==> src/rtl/sdram_client.sv <==
// Host valid/ready to sdram_bus toggle-handshake endpoint: one outstanding transaction,
// one-cycle response pulse, idle refresh hint. Optional one-entry read cache: SDRAM_CLIENT_READ_CACHE_EN.
module sdram_client #(
    parameter int ADDR_BITS           = 22,
    parameter int IDLE_REFRESH_CYCLES = 16
) (
    input  logic                 clk,
    input  logic                 reset,
    input  logic                 host_valid,
    output logic                 host_ready,
    input  logic                 host_we,
    input  logic [ADDR_BITS-1:0] host_addr,
    input  logic [15:0]          host_wdata,
    output logic                 rsp_valid,
    output logic [15:0]          rsp_rdata,
    output logic                 req,
    input  logic                 ack,
    output logic                 we,
    output logic [ADDR_BITS-1:0] address,
    output logic [15:0]          data_write,
    input  logic [15:0]          data_read,
    output logic                 refresh
);

    localparam int CNT_W = $clog2(IDLE_REFRESH_CYCLES + 1);
    localparam logic [CNT_W-1:0] CNT_MAX = CNT_W'(IDLE_REFRESH_CYCLES);

    typedef enum logic [1:0] {SYNC, IDLE, WAIT_ACK} state_t;

    state_t           state, state_n;
    logic             host_ready_n;
    logic [CNT_W-1:0] idle_cnt, idle_cnt_n;
    logic             accept, hit, issue, done;

    assign accept = (state == IDLE) && host_valid && host_ready;
    assign issue  = accept && !hit;
    assign done   = (state == WAIT_ACK) && (ack == req);

`ifdef SDRAM_CLIENT_READ_CACHE_EN
    logic                 cache_vld;
    logic [ADDR_BITS-1:0] cache_tag;
    logic [15:0]          cache_data;

    assign hit = accept && !host_we && cache_vld && (cache_tag == host_addr);

    // Cache is emptied whenever the link resynchronises; writes to the tag update it at accept.
    always_ff @(posedge clk or posedge reset) begin
        if (reset) begin
            cache_vld  <= 1'b0;
            cache_tag  <= '0;
            cache_data <= '0;
        end else if (state == SYNC) begin
            cache_vld <= 1'b0;
        end else if (done && !we) begin
            cache_vld  <= 1'b1;
            cache_tag  <= address;
            cache_data <= data_read;
        end else if (accept && host_we && cache_vld && (cache_tag == host_addr)) begin
            cache_data <= host_wdata;
        end
    end
`else
    assign hit = 1'b0;
`endif

    always_comb begin
        state_n      = state;
        host_ready_n = 1'b0;
        idle_cnt_n   = '0;
        case (state)
            SYNC: begin
                // A toggle left in flight across reset must land before new traffic.
                if (ack == req) begin
                    state_n      = IDLE;
                    host_ready_n = 1'b1;
                end
            end
            IDLE: begin
                host_ready_n = !issue;
                if (issue)
                    state_n = WAIT_ACK;
                if (accept)
                    idle_cnt_n = '0;
                else if (!host_valid)
                    idle_cnt_n = (idle_cnt == CNT_MAX) ? idle_cnt : idle_cnt + 1'b1;
                else
                    idle_cnt_n = idle_cnt;
            end
            WAIT_ACK: begin
                if (done)
                    state_n = IDLE;
            end
            default: state_n = SYNC;
        endcase
    end

    always_ff @(posedge clk or posedge reset) begin
        if (reset) begin
            state      <= SYNC;
            host_ready <= 1'b0;
            idle_cnt   <= '0;
            refresh    <= 1'b0;
            req        <= 1'b0;
            we         <= 1'b0;
            address    <= '0;
            data_write <= '0;
            rsp_valid  <= 1'b0;
            rsp_rdata  <= '0;
        end else begin
            state      <= state_n;
            host_ready <= host_ready_n;
            idle_cnt   <= idle_cnt_n;
            refresh    <= (state_n == IDLE) && (idle_cnt_n == CNT_MAX);
            rsp_valid  <= done || hit;
            if (issue) begin
                req     <= ~req;
                we      <= host_we;
                address <= host_addr;
                if (host_we)
                    data_write <= host_wdata;
            end
            // data_read is live DQ, so it is only meaningful on the matching edge.
            if (done && !we)
                rsp_rdata <= data_read;
`ifdef SDRAM_CLIENT_READ_CACHE_EN
            else if (hit)
                rsp_rdata <= cache_data;
`endif
        end
    end

endmodule

==> config.mk <==
export PLATFORM = sky130hd
export DESIGN_NAME = sdram_client
export DESIGN_NICKNAME = d
export VERILOG_FILES = /design/src/rtl/sdram_client.sv
export SDC_FILE = /design/constraint.sdc
export NUM_CORES = 1
export LEC_CHECK = 0
export ABC_AREA = 1
export CORE_AREA = 5 5 102 104
export DETAILED_ROUTE_END_ITERATION = 10
export DIE_AREA = 0 0 107 109
export MAX_ROUTING_LAYER = met4
export PLACE_DENSITY = 0.69
export SYNTH_ARGS = -nofsm -noshare
export SYNTH_HDL_FRONTEND = slang
export SYNTH_SLANG_ARGS = --single-unit
==> constraint.sdc <==
create_clock -name clk -period 2.02 [get_ports clk]
set_input_delay 0.404 -clock clk [delete_from_list [all_inputs] [get_ports clk]]
set_output_delay 0.404 -clock clk [all_outputs]
set_load 0.1 [all_outputs]
==> results of run 1 <==
==> registers in the layout (all words and copies together) (netlist names) <==
register / count
address: 22
data_write: 16
rsp_rdata: 16
idle_cnt: 5
state: 2
host_ready: 1
refresh: 1
req: 1
rsp_valid: 1
we: 1
==> critical path, stage by stage <==
cell	delay (ns)
sky130_fd_sc_hd__clkdlybuf4s50_1	0.57
sky130_fd_sc_hd__nand2_1	0.07
sky130_fd_sc_hd__inv_1	0.09
sky130_fd_sc_hd__nand2_2	0.08
sky130_fd_sc_hd__inv_2	0.18
sky130_fd_sc_hd__nand2_2	0.24
sky130_fd_sc_hd__nand2_1	0.13
sky130_fd_sc_hd__nand2_1	0.06
==> metal layers <==
metal  GRT usage, %  routed length, um  vias to the layer above  share of wire [%]
met5              -                  0                        -                  0
met4           4.38                 63                        0               0.87
met3           3.61                323                        4                4.5
met2           22.9               3730                       73                 52
met1           15.1               3110                     1110                 43
li1               -                  -                     1213                  -
==> per-stage QoR <==
step / area [um^2] / worst slack (ns) / utilization (%)
final: 4110 / 0.410 / 43.4
after global routing: 4110 / 0.296 / 43.4
after CTS: 4110 / 0.424 / 43.4
after detailed placement: 3890 / 0.0661 / 41.1
after global placement: 3890 / 0.126 / 41.1
after floorplan: 2720 / 0.0622 / -
==> how the worst min path moves through the flow <==
| stage | start | endpoint | slack (ns) | cells after the start |
|---|---|---|---|---|
| 3_3_place_gp | state[1]$_DFF_PP0_ | host_ready$_DFF_PP0_ | 0.41 | 1 |
| 4_1_cts | state[1]$_DFF_PP0_ | host_ready$_DFF_PP0_ | 0.43 | 1 |
| 2_1_floorplan | state[1]$_DFF_PP0_ | host_ready$_DFF_PP0_ | 0.40 | 1 |
| 3_5_place_dp | state[1]$_DFF_PP0_ | host_ready$_DFF_PP0_ | 0.41 | 1 |
| 5_1_grt | state[1]$_DFF_PP0_ | host_ready$_DFF_PP0_ | 0.44 | 1 |
| 6_report | state[1]$_DFF_PP0_ | host_ready$_DFF_PP0_ | 0.42 | 1 |
==> area by class of cell <==
class | instances | area (um^2) | share of cell area (%)
sequential | 66 | 1650 | 40.2
timing repair buffer | 126 | 1100 | 26.9
multi-input combinational | 213 | 917 | 22.3
tap | 114 | 143 | 3.47
clock buffer | 9 | 124 | 3.02
clock inverter | 7 | 93.8 | 2.28
inverter | 19 | 75.1 | 1.83
==> placed cells by master (no fill, tap or decap), types with 2 or more instances in the layout <==
master                            count
sky130_fd_sc_hd__nand2_1            148
sky130_fd_sc_hd__o21bai_1             2
sky130_fd_sc_hd__ha_1                 2
sky130_fd_sc_hd__clkinv_2             2
sky130_fd_sc_hd__o21ai_0              2
sky130_fd_sc_hd__inv_2                2
sky130_fd_sc_hd__buf_4               67
sky130_fd_sc_hd__clkdlybuf4s50_1     58
sky130_fd_sc_hd__inv_1               15
sky130_fd_sc_hd__dfrtp_1             66
sky130_fd_sc_hd__clkbuf_8             9
sky130_fd_sc_hd__bufinv_16            2
sky130_fd_sc_hd__clkinvlp_4           3
sky130_fd_sc_hd__nand3_1             38
sky130_fd_sc_hd__nand2_2              4
sky130_fd_sc_hd__nand4_1              2
sky130_fd_sc_hd__nor2_1              11
==> kinds of logic after synthesis <==
group	after synthesis	synth area share, %
AOI/OAI and AO/OA	4	0.921
xor gates and xnor gates	1	0.322
DFF	66	60.8
adders and majority gates	2	0.921
buffers and inverters	31	5.48
and+or+nand+nor	206	31.6
==> impl_results.md, run 1 <==
- Outcome: finished clean
- Endpoint required time on the critical path: 2.24 ns
- Tcrit/Tclk final: 79.7%
- Launch point of the worst reg-to-reg path: state[1]$_DFF_PP0_
- Setup total negative slack: 0 ns
- GP Congestion: 0.852
- Final count of pins violating max slew: 0
- Number of design-rule violations left by the first detailed-router iteration: 102
- Primary flip-flop cell chosen by synthesis mapping: sky130_fd_sc_hd__dfrtp_1
- Critical path startpoint category: primary input
- Area of the placeable core: 9460 um^2
- TritonCTS clock tree: yes
- Post-route insts no fill: 554
- Cell with the most instances after synthesis: sky130_fd_sc_hd__nand2_1
- Avg Inst Size Synth: 8.77 um^2
- Worst setup path end: data_write[13]$_DFFE_PP0P_
- Initial Utilization: 28.7%
- Syn Nets: 371
- Slack of the worst reg-to-reg path: 0.57 ns
- Post-Synthesis Cells: 310
- Final Skew: 0.00899 ns
- Vias after detailed routing: 2,400
- Number of antenna violations at the first check in global routing: 0
- Height of the die: 109 um
- Setup repair after global routing missed its margin: false
- Core Rows: 36
- Total wirelength of the detailed-routed design: 7.23 mm
- Maximum root-to-sink buffer count: 2
- Antenna Violating Nets Remaining: 0
- Crit Path Class: primary input to register
- Wire length of the first global-routing pass: 11.8 mm
- Ant diodes: 0
- Skew-Pair Late Insertion Delay: 0.33 ns
- Residual DRC count: 0
- Cell types with the largest area share after synthesis: sky130_fd_sc_hd__dfrtp_1, sky130_fd_sc_hd__nand2_1, sky130_fd_sc_hd__nand3_1, sky130_fd_sc_hd__inv_1, sky130_fd_sc_hd__nor2_1
- Post-CTS repair timing setup buffer count: 0
- Clock edge transition at the registers on the reported setup and hold paths: 0.07 ns
- Type of the most critical hold path: register to register
- Area added between synthesis and finish: 51.2%
- Root Driver: sky130_fd_sc_hd__clkbuf_8
- Worst hold margin: 0.420 ns
- Synth Warn #: 0
- Post-layout net count: 496
- Total global routing overflow: 0
- Via density: 4.33
- Maximum achievable frequency: 621 MHz
- Final setup vio count: 0
- IO Port Bufs: 117
- Worst reg2reg path depth: 8
- Slew headroom: 62.0%
- Worst Max-Slew Pin Slew: 0.566 ns
- Number of sinks handled by clock tree synthesis: 66
- Critical Path Fanout Max: 17
- Worst setup path start: host_valid
- Filler cell count in the final layout: 932
- Category of the worst setup path capture point: register
- Fraction of final layout cells with drive strength greater than 1: 21.1%
- Leading post-synthesis cells by instance count: sky130_fd_sc_hd__nand2_1, sky130_fd_sc_hd__dfrtp_1, sky130_fd_sc_hd__nand3_1
- CTS HTree Levels: 3
- Area leader, netlist: sky130_fd_sc_hd__dfrtp_1
- Number of global-route vias before repair: 2,473
- Sequential share of the synthesized area: 60.8%
- CTS Buf Count: 9
- Pin count of the biggest net entering global routing: 38
- Min cycle time layout: 1.61 ns
- Number of enable-type register cells in the synthesized netlist: 0
- Arrival time at the worst endpoint: 1.83 ns
- Die footprint: 11,700 um^2
- Tot GR Track Use: 13.3%
- Netlist cell types: 20
- Placed cell count: 538
- Final Hold Fails: 0
- Final HPWL from detailed placement: 5.47 mm
- Post-synthesis instance area: 2720 um^2
- Horiz. Die Dim: 107 um
- Ports placed on the boundary: 118
- Fraction of post-synthesis cell area in the top cell type by area: 60.8%
- Post-CTS resize count: 0
- Maximum capacitance violations: 0
- Endpoint of the worst-slack reg-to-reg timing path: data_write[13]$_DFFE_PP0P_
- CTS Hold Bufs: 0
- Share of synthesized registers carrying an async set or reset: 100%
- Wire length per cell after detailed routing: 13.0 um
- First-pass detailed-route iteration total: 5
- Flip-flop and latch count after synthesis: 66
Power of run 1 is not shown: default switching activity piles up to over one toggle a cycle in this logic, so the estimate is an artifact.
==> inputs of run 2 (changes only) <==
- PLACE_DENSITY: 0.69 -> 0.67
- clock period: 2.02 -> 1.6 ns (I/O delays scaled with it)
==> run 2 against run 1 <==
Compared with the run above: routed wire length up 2.6%; global-route usage rose by 0.43 points; register-to-register slack got worse by 0.36 ns; die area did not move; cell area is 18% higher; sequential share of layout area shrank 6.1 points; non-clock buffer count is 5 higher; first-iteration DRC count grew 2.0%; via count rose by 1.5%; hold slack worse by 0.0030 ns; count of clock-buffer cells in the layout rose by 5; critical path type is now register to register.
==> impl_results.md, run 2 (synthesized netlist as in run 1, its figures left out) <==
- Outcome: finished clean (unchanged)
- Post-CTS resize count: 0 (unchanged)
- Number of antenna violations at the first check in global routing: 0 (unchanged)
- Ports placed on the boundary: 118 (unchanged)
- Most frequent cells in the layout: sky130_fd_sc_hd__nand2_1, sky130_fd_sc_hd__dfrtp_1, sky130_fd_sc_hd__buf_12, sky130_fd_sc_hd__clkdlybuf4s50_1, sky130_fd_sc_hd__nand3_1 (was sky130_fd_sc_hd__nand2_1, sky130_fd_sc_hd__buf_4, sky130_fd_sc_hd__dfrtp_1, sky130_fd_sc_hd__clkdlybuf4s50_1, sky130_fd_sc_hd__nand3_1)
- Final setup vio count: 0 (unchanged)
- CTS Buf Count: 9 (unchanged)
- Placed cell count: 543 (was 538)
- Setup repair after global routing missed its margin: false (unchanged)
- Number of global-route vias before repair: 2,521 (was 2,473)
- Worst Max-Slew Pin Slew: 0.352 ns (was 0.566 ns)
- Final Skew: 0.00499 ns (was 0.00899 ns)
- Flip-flop count of the largest register after layout: 22 (unchanged)
- Core Rows: 36 (unchanged)
- CTS Hold Bufs: 0 (unchanged)
- Register bank with the most flops: address (unchanged)
- Tcrit/Tclk final: 86.9%
- Slew headroom: 76.5% (was 62.0%)
- Critical Path Fanout Max: 4 (was 17)
- Arrival time at the worst endpoint: 1.66 ns (was 1.83 ns)
- Slack of the worst reg-to-reg path: 0.21 ns (was 0.57 ns)
- Family with the most delay on the worst path: simple AND/OR/NAND/NOR gates (was buffers and inverters)
- Wire length of the first global-routing pass: 12.3 mm (was 11.8 mm)
- Final HPWL from detailed placement: 5.77 mm (was 5.47 mm)
- Number of sinks handled by clock tree synthesis: 66 (unchanged)
- Wl on met1: 3.12 mm (was 3.11 mm)
- Residual DRC count: 0 (unchanged)
- Top layer reached by signal wires: met4 (unchanged)
- Final Hold Fails: 0 (unchanged)
- Cell breakdown of the critical path: inv_1, ha_1, nand2_1, and2_1, nand3_1, nor2_1, nand3_1, nor2_1 (was clkdlybuf4s50_1, nand2_1, inv_1, nand2_2, inv_2, nand2_2, nand2_1, nand2_1)
- Met3 WL: 416 um (was 323 um)
- Slowest cell delay on critical path: 0.39 ns (was 0.57 ns)
- Met2 wire length: 3.78 mm (was 3.73 mm)
- Worst-path cell with the longest stage delay: sky130_fd_sc_hd__dfrtp_1 (was sky130_fd_sc_hd__clkdlybuf4s50_1)
- Wire length per cell after detailed routing: 13.3 um (was 13.0 um)
- Number of design-rule violations left by the first detailed-router iteration: 104 (was 102)
- Post-route insts no fill: 559 (was 554)
- First-pass detailed-route iteration total: 4 (was 5)
- Height of the die: 109 um (unchanged)
- Root Driver: sky130_fd_sc_hd__clkbuf_8 (unchanged)
- Final count of pins violating max slew: 0 (unchanged)
- Critical path startpoint category: register (was primary input)
- Ant diodes: 0 (unchanged)
- Tot GR Track Use: 13.7% (was 13.3%)
- Initial Utilization: 28.7% (unchanged)
- Post-layout net count: 501 (was 496)
- Maximum root-to-sink buffer count: 2 (unchanged)
- Total wirelength of the detailed-routed design: 7.42 mm (was 7.23 mm)
- TritonCTS clock tree: yes (unchanged)
- Endpoint required time on the critical path: 1.87 ns (was 2.24 ns)
- Maximum achievable frequency: 719 MHz
- Skew-Pair Late Insertion Delay: 0.33 ns (about the same)
- Post-CTS repair timing setup buffer count: 0 (unchanged)
- Fraction of final layout cells with drive strength greater than 1: 22.5% (was 21.1%)
- Crit Path Class: register to register (was primary input to register)
- Maximum capacitance violations: 0 (unchanged)
- Most common cell after layout, fill and taps aside: sky130_fd_sc_hd__nand2_1 (unchanged)
- Via density: 4.36 (was 4.33)
- GP Congestion: 0.789 (was 0.852)
- Count of buffering cells on the critical path with inverters included: 1 (was 3)
- Registers with the most flip-flops: address: 22 flops, data_write: 16 flops, rsp_rdata: 16 flops (unchanged)
- Total global routing overflow: 0 (unchanged)
- Category of the worst setup path capture point: register (unchanged)
- Horiz. Die Dim: 107 um (unchanged)
- Clock edge transition at the registers on the reported setup and hold paths: 0.07 ns (about the same)
- Die footprint: 11,700 um^2 (unchanged)
- Area of the placeable core: 9460 um^2 (unchanged)
- Area added between synthesis and finish: 78.8% (was 51.2%)
- Vias after detailed routing: 2,436 (was 2,400)
- Filler cell count in the final layout: 872 (was 932)
- IO Port Bufs: 117 (unchanged)
- Pin count of the biggest net entering global routing: 67 (was 38)
- Min cycle time layout: 1.39 ns
- Type of the most critical hold path: primary input to async pin (was register to register)
- Antenna Violating Nets Remaining: 0 (unchanged)
- CTS HTree Levels: 3 (unchanged)
run 2: final cells by class:
type                    count  area (um^2)  area share (%)
repair buffers            131         1880            38.7
flip-flops and latches     66         1660            34.1
multi-input cells         213          917            18.9
clock buffers              14          173            3.55
well taps                 114          143            2.94
inverters                  19         78.8            1.62
clock inverters             2         10.0           0.206
run 2: routing by layer:
metal  vias to the layer above  global-route usage, %
li1                       1217                      -
met1                      1147                   16.3
met2                        62                   22.1
met3                        10                   3.97
met4                         0                   5.48
met5                         -                      -
run 2: worst min-delay path, cell delays in order:
cell and delay, ns:
sky130_fd_sc_hd__clkdlybuf4s50_1 0.44, sky130_fd_sc_hd__clkinvlp_4 0.10, sky130_fd_sc_hd__buf_12 0.31
run 2: final timing paths:
check,to,cells past startpoint,startpoint
min in group clk,host_ready$_DFF_PP0_,1,state[1]$_DFF_PP0_
worst min register to register,host_ready$_DFF_PP0_,1,state[1]$_DFF_PP0_
max in group asynchronous,we$_DFFE_PP0P_,3,reset
worst min-delay path,address[0]$_DFFE_PP0P_,3,reset
worst max-delay path,refresh$_DFF_PP0_,8,idle_cnt[0]$_DFF_PP0_
worst max register to register,refresh$_DFF_PP0_,8,idle_cnt[0]$_DFF_PP0_
run 2: metrics by stage:
stage                     cell area [um^2]  worst slack, ns  hold WS [ns]  util [%]  TNS, ns
after global placement                4670           -0.100         0.411      49.4    -2.32
after floorplan                       2730           0.0185         0.396         -        0
after detailed placement              4670           -0.145         0.411      49.4    -3.77
final                                 4860            0.210         0.417      51.4        0
after CTS                             4850            0.162         0.421      51.3        0
after global routing                  4860           0.0654         0.443      51.4        0
Power of run 2 is left out for the same reason.
==> inputs of run 3 (changes only) <==
- HOLD_SLACK_MARGIN: unset -> 0.03
==> results of run 3 <==
No change in the layout: final DEF, timing and power equal those of run 2.
Power of run 3 is left out for the same reason.
